$ cat config.mk
export PLATFORM = sky130hd
export DESIGN_NAME = rv32i_regfile_fwd
export DESIGN_NICKNAME = d
export VERILOG_FILES = /design/src/rtl/rv32i_regfile_fwd_pkg.sv /design/src/rtl/rv32i_fwd_mux.sv /design/src/rtl/rv32i_regfile_fwd.sv
export SDC_FILE = /design/constraint.sdc
export NUM_CORES = 2
export LEC_CHECK = 0
export ABC_AREA = 1
export CAP_MARGIN = 25
export CORE_UTILIZATION = 45
export DETAILED_ROUTE_END_ITERATION = 10
export PLACE_DENSITY = 0.63
export RECOVER_POWER = 100
export REMOVE_ABC_BUFFERS = 1
export SYNTH_ARGS = -nofsm -noshare
export SYNTH_HDL_FRONTEND = slang
export SYNTH_SLANG_ARGS = --single-unit
$ cat constraint.sdc
create_clock -name clk -period 2.74 [get_ports clk]
set_clock_uncertainty 0.05 [all_clocks]
set_input_delay 0.548 -clock clk [delete_from_list [all_inputs] [get_ports clk]]
set_output_delay 0.548 -clock clk [all_outputs]
set_load 0.1 [all_outputs]
$ cat src/rtl/rv32i_regfile_fwd_pkg.sv
// rv32i_pkg: shared widths, forwarding triple type and hit helper for the regfile slice
package rv32i_pkg;

    localparam int XLEN       = 32;
    localparam int REG_ADDR_W = 5;
    localparam logic [REG_ADDR_W-1:0] REG_ZERO = 5'd0;

    // reg is a keyword, so the register field is called addr
    typedef struct packed {
        logic                  en;
        logic [REG_ADDR_W-1:0] addr;
        logic [XLEN-1:0]       data;
    } fwd_t;

    function automatic logic fwd_hit(input fwd_t f, input logic [REG_ADDR_W-1:0] a);
        return f.en && f.addr == a;
    endfunction

endpackage

$ cat src/rtl/rv32i_fwd_mux.sv
// rv32i_fwd_mux: priority operand selector for one source port (x0, EX, MEM, WB, write-through, regfile)
module rv32i_fwd_mux
    import rv32i_pkg::*;
(
    input  logic [REG_ADDR_W-1:0] addr,
    input  logic [XLEN-1:0]       rf_data,
    input  fwd_t                  ex,
    input  fwd_t                  mem,
    input  fwd_t                  wb,
    input  fwd_t                  wr,
    output logic [XLEN-1:0]       data
);

    // youngest producer wins; x0 is checked first so no stage can forward into it
    always_comb begin
        data = addr == REG_ZERO  ? '0       :
               fwd_hit(ex, addr)  ? ex.data  :
               fwd_hit(mem, addr) ? mem.data :
               fwd_hit(wb, addr)  ? wb.data  :
               fwd_hit(wr, addr)  ? wr.data  : rf_data;
    end

endmodule

$ cat src/rtl/rv32i_regfile_fwd.sv
// rv32i_regfile_fwd: RV32I register file with operand forwarding and ID/EX output register
// Optional load-use stall request enabled by defining RF_LOAD_USE_STALL_EN.
module rv32i_regfile_fwd #(
    parameter int XLEN        = rv32i_pkg::XLEN,
    parameter int NREGS       = 32,
    parameter bit RESET_CLEAR = 1'b1
) (
    input  logic            clk,
    input  logic            reset,
    input  logic [4:0]      rs1_addr,
    input  logic [4:0]      rs2_addr,
    input  logic            stall_in,
    input  logic            flush_in,
    input  logic            wb_en,
    input  logic [4:0]      wb_reg,
    input  logic [XLEN-1:0] wb_data,
    input  logic            df_ex_enable,
    input  logic [4:0]      df_ex_reg,
    input  logic [XLEN-1:0] df_ex_data,
    input  logic            df_mem_enable,
    input  logic [4:0]      df_mem_reg,
    input  logic [XLEN-1:0] df_mem_data,
    input  logic            df_wb_enable,
    input  logic [4:0]      df_wb_reg,
    input  logic [XLEN-1:0] df_wb_data,
    input  logic            ex_is_load,
    output logic [XLEN-1:0] rs1_data_out,
    output logic [XLEN-1:0] rs2_data_out,
    output logic [4:0]      rs1_addr_out,
    output logic [4:0]      rs2_addr_out,
    output logic            stall_out
);

    import rv32i_pkg::*;

    logic [XLEN-1:0] regs_q [NREGS];
    logic [XLEN-1:0] regs_d [NREGS];
    logic [XLEN-1:0] rs1_data_q, rs1_data_d, rs2_data_q, rs2_data_d;
    logic [4:0]      rs1_addr_q, rs1_addr_d, rs2_addr_q, rs2_addr_d;
    logic [XLEN-1:0] rs1_sel, rs2_sel;
    logic            load_use, bubble;
    fwd_t            f_ex, f_mem, f_wb, f_wr;

    assign f_ex  = '{en: df_ex_enable,  addr: df_ex_reg,  data: df_ex_data};
    assign f_mem = '{en: df_mem_enable, addr: df_mem_reg, data: df_mem_data};
    assign f_wb  = '{en: df_wb_enable,  addr: df_wb_reg,  data: df_wb_data};
    assign f_wr  = '{en: wb_en,         addr: wb_reg,     data: wb_data};

`ifdef RF_LOAD_USE_STALL_EN
    assign load_use = ex_is_load && df_ex_enable && df_ex_reg != REG_ZERO &&
                      (df_ex_reg == rs1_addr || df_ex_reg == rs2_addr);
`else
    logic unused_ex_is_load;
    assign unused_ex_is_load = ex_is_load;
    assign load_use = 1'b0;
`endif
    assign stall_out = load_use;

    rv32i_fwd_mux u_rs1_mux (
        .addr(rs1_addr), .rf_data(regs_q[rs1_addr]),
        .ex(f_ex), .mem(f_mem), .wb(f_wb), .wr(f_wr), .data(rs1_sel)
    );

    rv32i_fwd_mux u_rs2_mux (
        .addr(rs2_addr), .rf_data(regs_q[rs2_addr]),
        .ex(f_ex), .mem(f_mem), .wb(f_wb), .wr(f_wr), .data(rs2_sel)
    );

    // regfile next state: reset optionally clears, otherwise writeback lands regardless of stall/flush
    always_comb begin
        regs_d = regs_q;
        if (reset) begin
            if (RESET_CLEAR)
                for (int i = 0; i < NREGS; i++) regs_d[i] = '0;
        end else if (wb_en && wb_reg != REG_ZERO) begin
            regs_d[wb_reg] = wb_data;
        end
        regs_d[0] = '0;
    end

    // regfile storage
    always_ff @(posedge clk) begin
        regs_q <= regs_d;
    end

    // ID/EX next state: reset/flush bubble, then stall hold, then load-use bubble, then load
    always_comb begin
        bubble     = reset || flush_in || (!stall_in && load_use);
        rs1_data_d = bubble ? '0   : stall_in ? rs1_data_q : rs1_sel;
        rs2_data_d = bubble ? '0   : stall_in ? rs2_data_q : rs2_sel;
        rs1_addr_d = bubble ? 5'd0 : stall_in ? rs1_addr_q : rs1_addr;
        rs2_addr_d = bubble ? 5'd0 : stall_in ? rs2_addr_q : rs2_addr;
    end

    // ID/EX boundary register
    always_ff @(posedge clk) begin
        rs1_data_q <= rs1_data_d;
        rs2_data_q <= rs2_data_d;
        rs1_addr_q <= rs1_addr_d;
        rs2_addr_q <= rs2_addr_d;
    end

    assign rs1_data_out = rs1_data_q;
    assign rs2_data_out = rs2_data_q;
    assign rs1_addr_out = rs1_addr_q;
    assign rs2_addr_out = rs2_addr_q;

endmodule

== Word-level counts from Yosys, hierarchy flattened ==
Cells that the tools add are included.

* Flip-flop bits (word level): 1066

* Order comparisons: 4
* Equality and inequality tests: 8
* Multiplexer cells: 19
* Bitwise gates (word level): 3
* Reduce and logical (&&, ||, !) cells: 14

{| class="wikitable"
|+ Operators by type and width
! kind !! number
|-
| $bwmux 1024 || 1
|-
| $mux 32 || 15
|-
| $bmux 32 s5 || 2
|-
| $demux 32 s5 || 1
|-
| $eq 5x5->1 || 8
|-
| $ge 6x6->1 const B || 3
|-
| $not 5->6 || 3
|-
| $logic_and 1x1->1 || 10
|-
| $logic_not 5->1 || 2
|-
| $lt 6x1->1 const B || 1
|-
| $reduce_bool 5->1 || 1
|-
| $logic_or 1x1->1 || 1
|}

== Logic depth before layout (Yosys ltp) ==
* Word-level depth: 9
* Depth in mapped cells: 17
* Gate-level depth less buffers: 15

== By module ==
From an unflattened synthesis, not the netlist that was laid out.

* Cell total of the unflattened synthesis: 9831
* Area total of the unflattened synthesis: 60072.6 um^2

{| class="wikitable"
|+ Modules (own cells, without submodules)
! module !! times used !! cells an instance !! area each (um^2)
|-
| rv32i_regfile_fwd || 1 || 8885 || 55420.7
|-
| rv32i_fwd_mux || 2 || 473 || 2326.0
|}

== Least setup slack after synthesis ==
No wires, ideal clock.

* Path type: input-to-reg
* Start point: in rs2_addr[0]
* End point: reg rs2_data_q[10] (netlist: rs2_data_out[10])
* Setup time: 132 ps
* Arrival: 1959 ps
* Data required time: 2558 ps
* Setup slack: 599 ps
* Cell stages on the path: 12
* Cells stage by stage: buf_6 buf_6 buf_6 nand2_1 o21ai_1 nor2_1 nand4_1 nor3_4 buf_2 a21oi_1 nand2_1 a21oi_1

* Word-level cells in the longest chain between the ends: 9

{| class="wikitable"
|+ RTL lines
! item !! RTL line !! source
|-
| start: declaration || rv32i_regfile_fwd.sv:11 || <nowiki>input logic [4:0] rs2_addr,</nowiki>
|-
| $not 5->6 (implied by the code) || rv32i_regfile_fwd.sv:65 || <nowiki>.addr(rs2_addr), .rf_data(regs_q[rs2_addr]),</nowiki>
|-
| $bmux 32 s5 || rv32i_regfile_fwd.sv:65 ||
|-
| $mux 32 (implied by the code) (2 in series) || rv32i_regfile_fwd.sv:65 ||
|-
| $mux 32 || rv32i_fwd_mux.sv:20 || <nowiki>fwd_hit(wr, addr) ? wr.data : rf_data;</nowiki>
|-
| $mux 32 || rv32i_fwd_mux.sv:19 || <nowiki>fwd_hit(wb, addr) ? wb.data :</nowiki>
|-
| $mux 32 || rv32i_fwd_mux.sv:18 || <nowiki>fwd_hit(mem, addr) ? mem.data :</nowiki>
|-
| $mux 32 || rv32i_fwd_mux.sv:17 || <nowiki>fwd_hit(ex, addr) ? ex.data :</nowiki>
|-
| $mux 32 * || rv32i_fwd_mux.sv:16 || <nowiki>data = addr == REG_ZERO ? '0 :</nowiki>
|-
| end signal: assignment || rv32i_regfile_fwd.sv:98 || <nowiki>rs2_data_q <= rs2_data_d;</nowiki>
|-
| end: declaration || rv32i_regfile_fwd.sv:38 || <nowiki>logic [XLEN-1:0] rs1_data_q, rs1_data_d, rs2_data_q, rs2_data_d;</nowiki>
|}

Every way passes the cells marked *; elsewhere a longest branch is shown, timed or not. The select of a mux whose other input is x is not followed.
A chain may end at the register's enable or synchronous reset.

== Worst setup path after layout ==
* Start point: in wb_reg[2]
* End point: reg regs_q[430] (netlist name)

* Word-level cells in the longest chain between the ends: 6

{| class="wikitable"
|+ RTL lines
! item !! RTL line !! source
|-
| start: declaration || rv32i_regfile_fwd.sv:15 || <nowiki>input logic [4:0] wb_reg,</nowiki>
|-
| $not 5->6 (implied by the code) || rv32i_regfile_fwd.sv:76 || <nowiki>regs_d[wb_reg] = wb_data;</nowiki>
|-
| $ge 6x6->1 (implied by the code) or $lt 6x1->1 (tied branches) || rv32i_regfile_fwd.sv:76 ||
|-
| $logic_and 1x1->1 (implied by the code) || rv32i_regfile_fwd.sv:76 ||
|-
| $mux 32 (implied by the code) || rv32i_regfile_fwd.sv:76 ||
|-
| $demux 32 s5 || rv32i_regfile_fwd.sv:76 ||
|-
| $bwmux 1024 || rv32i_regfile_fwd.sv:76 ||
|-
| end signal: assignment || rv32i_regfile_fwd.sv:83 || <nowiki>regs_q <= regs_d;</nowiki>
|-
| end: declaration || rv32i_regfile_fwd.sv:36 || <nowiki>logic [XLEN-1:0] regs_q [NREGS];</nowiki>
|}

Parallel ways exist; a longest one is shown, timed or not.

==> flow_metrics.py <==
metrics = {
    "timing": {
        "tns_ps": 0,
        "setup_violations": 0,
        "min_period_ps": 2497,
        "slew_violations": 0,
        "slew_headroom_pct": 37.35,
        "layout_setup_ws_ps": 242.7,
        "tightest_slew_ps": 936.2,
        "rsz0062_at_grt": "false",
        "fmax_mhz": 400.4,
        "final.period_utilization_pct": 91.14,
        "finalHoldViolations": 0,
    },
    "power_and_ir_drop": {
        "p_leak_nw": 26.01,
        "powerDensity_nw_per_um2": 564.3,
        "seqPwrFrac_pct": 42.1,
        "clkPwrFrac_pct": 43.8,
        "netSwitchingPower_mw": 10.82,
        "vdd_drop_max_v": 0.0005144,
        "p_comb_share_pct": 14.1,
        "p_int_mw": 26.91,
        "switching_share_pct": 28.68,
    },
    "synth": {
        "synth_flop_cell": "dfxtp_1",
        "synth_top_cells_by_count": "nand2_1 (2190), a21oi_1 (1555), o21ai_0 (1387)",
        "netlist_instances": 8885,
        "synth_top_area_share_pct": 37.53,
        "netlist_area_um2": 56860,
        "avgSynthCellArea_um2": 6.399,
        "synth-seq-cells": 1066,
        "synthArstFlopShare_pct": 0,
        "ys_top_cells_by_area": "dfxtp_1 (38%), nand2_1 (14%), a21oi_1 (14%)",
        "synth_edf_count": 0,
        "ys_seq_area_share_pct": 37.53,
        "synth_cell_types": 35,
        "yosysMostFrequentCell": "nand2_1",
        "yosysTopAreaCell": "dfxtp_1",
        "synth_warnings": 0,
    },
    "layout": {
        "n_fill_cell": 12270,
        "syn2layout_area_growth_pct": 17.61,
        "final_layout_size_suffix_gt1_share_pct": 8.152,
        "post-route-util_pct": 53.32,
        "num-nets-final": 9001,
    },
    "placement": {
        "dp_slack_ps": -224.3,
        "hpwlAfterDp_mm": 155.2,
        "port_buffers": 239,
        "place_congestion": 0.9255,
    },
    "setup_path": {
        "startpoint_type": "input port",
        "cp_cell_sequence": "dlygate4sd3_1 -> clkbuf_1 -> nor3_1 -> inv_1 -> nor2_1 -> clkbuf_4 -> o21ai_0 -> a21oi_1",
        "required_ps": 3340,
        "crit_fanout": 40,
        "worstSetupEndpointType": "flop",
        "crit_path_max_incr_delay_ps": 680,
        "path_class": "in -> reg",
        "cpLargestDelayFamily": "buffers and inverters",
        "cp.arrival_ps": 3100,
        "path_buf_inv": 4,
        "crit_slowest_cell": "clkbuf_4",
    },
    "global_route": {
        "grt_overflow": 0,
        "grt_pass1_vias": 57530,
        "grt_max_degree": 173,
        "globalRouteTotalUtil_pct": 37.47,
        "antenna_found_initial": 8,
        "grt_pass1_wl_mm": 365.5,
    },
    "die": {
        "dieArea_um2": 127800,
        "die_h_um": 357.5,
        "rows": 130,
        "dieWidth_um": 357.5,
        "initial_utilization_pct": 45.34,
        "io_pins": 242,
        "coreArea_um2": 125400,
    },
    "clock_network": {
        "cts.reportedPaths.clkPinSlew_ps": 60,
        "cts_inserted_buffers": 119,
        "clkLatencyLatePin_ps": 750,
        "cts_tree": "yes",
        "clockBufferDepth": 3,
        "hold_buffers": 0,
        "h-tree-depth": 3,
        "cts_root_buf": "clkbuf_16",
        "cts_sinks": 1066,
        "ctsResizeCount": 0,
        "postCtsSetupRepairBufs": 0,
    },
    "routing": {
        "drc": 0,
        "viasPerCell": 6.076,
        "postRouteAntennaNets": 0,
        "drt_wl_total_mm": 248.5,
        "num_vias": 64310,
        "firstDrtPassIters": 6,
        "routedWlPerCell_um": 23.48,
        "drt_iter0_markers": 9083,
    },
    "job": {
        "max_cap_viol_count": 0,
    },
    "run_status": {
        "status": "finished, final reports clean",
    },
    "worst_hold_path": {
        "hold_class": "in -> reg",
    },
}
==> worst reg2reg max path: cells and delay by family, from the launching register on <==
| family | cells | cell delay, ps |
|---|---|---|
| compound gates | 2 | 270 |
| flops | 1 | 350 |
| simple gates | 10 | 980 |
==> routing by layer <==
layer | global-route usage (%) | routed length (µm)
met1 | 50.74 | 99590
met2 | 55.61 | 104000
met3 | 8.240 | 31000
met4 | 19.46 | 13830
met5 | 0 | 42
==> flip-flops by register name, indices dropped and copies added, names as in the netlist <==
name          flops
regs_q          992
rs1_addr_out      5
rs1_data_out     32
rs2_addr_out      5
rs2_data_out     32
==> stage by stage <==
step,cells,total power [mW],hold WS (ps),cell area (µm²)
2_1_floorplan,8021,18.64,387.4,53260
3_3_place_gp,10360,21.40,399.6,63890
3_5_place_dp,10360,21.43,406.0,63890
4_1_cts,10580,37.77,191.8,67900
5_1_grt,10580,38.77,238.0,66860
6_report,10580,37.74,253.6,66870
==> power by group through the flow <==
stage	logic, mW	clock network (mW)	registers [mW]
after floorplan	2.13	0	16.5
after global placement	5.19	0	16.2
after detailed placement	5.21	0	16.2
after CTS	5.23	16.7	15.9
after global routing	5.59	17.3	15.9
final	5.31	16.5	15.9
==> kinds of logic (layout without fill, tap and decap cells) <==
group	after synthesis	in the layout	share of synthesized area, %
XOR/XNOR	9	9	0.1386
other	1	5	0.006595
flip-flops	1066	1066	37.53
AO/OA/AOI/OAI	3223	3223	29.46
buffers and inverters	1278	1323	9.069
AND/OR/NAND/NOR	3308	3308	23.80
==> final timing paths <==
check	from	to	slack, ps	cells after the start
setup / recovery	wb_reg[2]	regs_q[430]$_SDFFE_PP0P_	240	8
hold / removal	rs2_addr[2]	rs2_addr_out[2]$_SDFFE_PP0N_	250	3
setup reg to reg	regs_q[780]$_SDFFE_PP0P_	rs1_data_out[12]$_SDFFE_PP0N_	1020	12
hold reg to reg	rs1_data_out[0]$_SDFFE_PP0N_	rs1_data_out[0]$_SDFFE_PP0N_	410	2
==> cell usage in the layout (no fill, tap or decap), types with 4 or more instances in the layout <==
cell and n:
nand2_1 2189, a21oi_1 1555, o21ai_0 1387, dfxtp_1 1066
nand3_1 800, inv_1 398, nor2_1 283, buf_4 204
buf_12 177, clkdlybuf4s50_1 151, clkbuf_16 123, o211ai_1 108
clkbuf_2 101, a21boi_0 86, clkbuf_1 60, a31oi_1 41
clkbuf_8 40, o22ai_1 28, clkinv_2 27, nor3_1 17
a211oi_1 8, inv_2 7, nor2_4 7, xor2_1 7
clkbuf_4 7, inv_6 5, diode_2 4, nand4_1 4
o21ai_1 4, bufinv_16 4, buf_6 4
==> layout make-up <==
cell class / instances / area, µm² / area share [%]
multi-input combinational: 6541 / 30450 / 45.53
antenna: 4 / 10.01 / 0.01497
clock inverter: 36 / 306.5 / 0.4584
tap: 1650 / 2064 / 3.087
sequential: 1066 / 21340 / 31.91
inverter: 414 / 1592 / 2.380
timing repair buffer: 692 / 7412 / 11.08
clock buffer: 181 / 3696 / 5.527
Note: power is estimated with default switching activity, not from simulation.
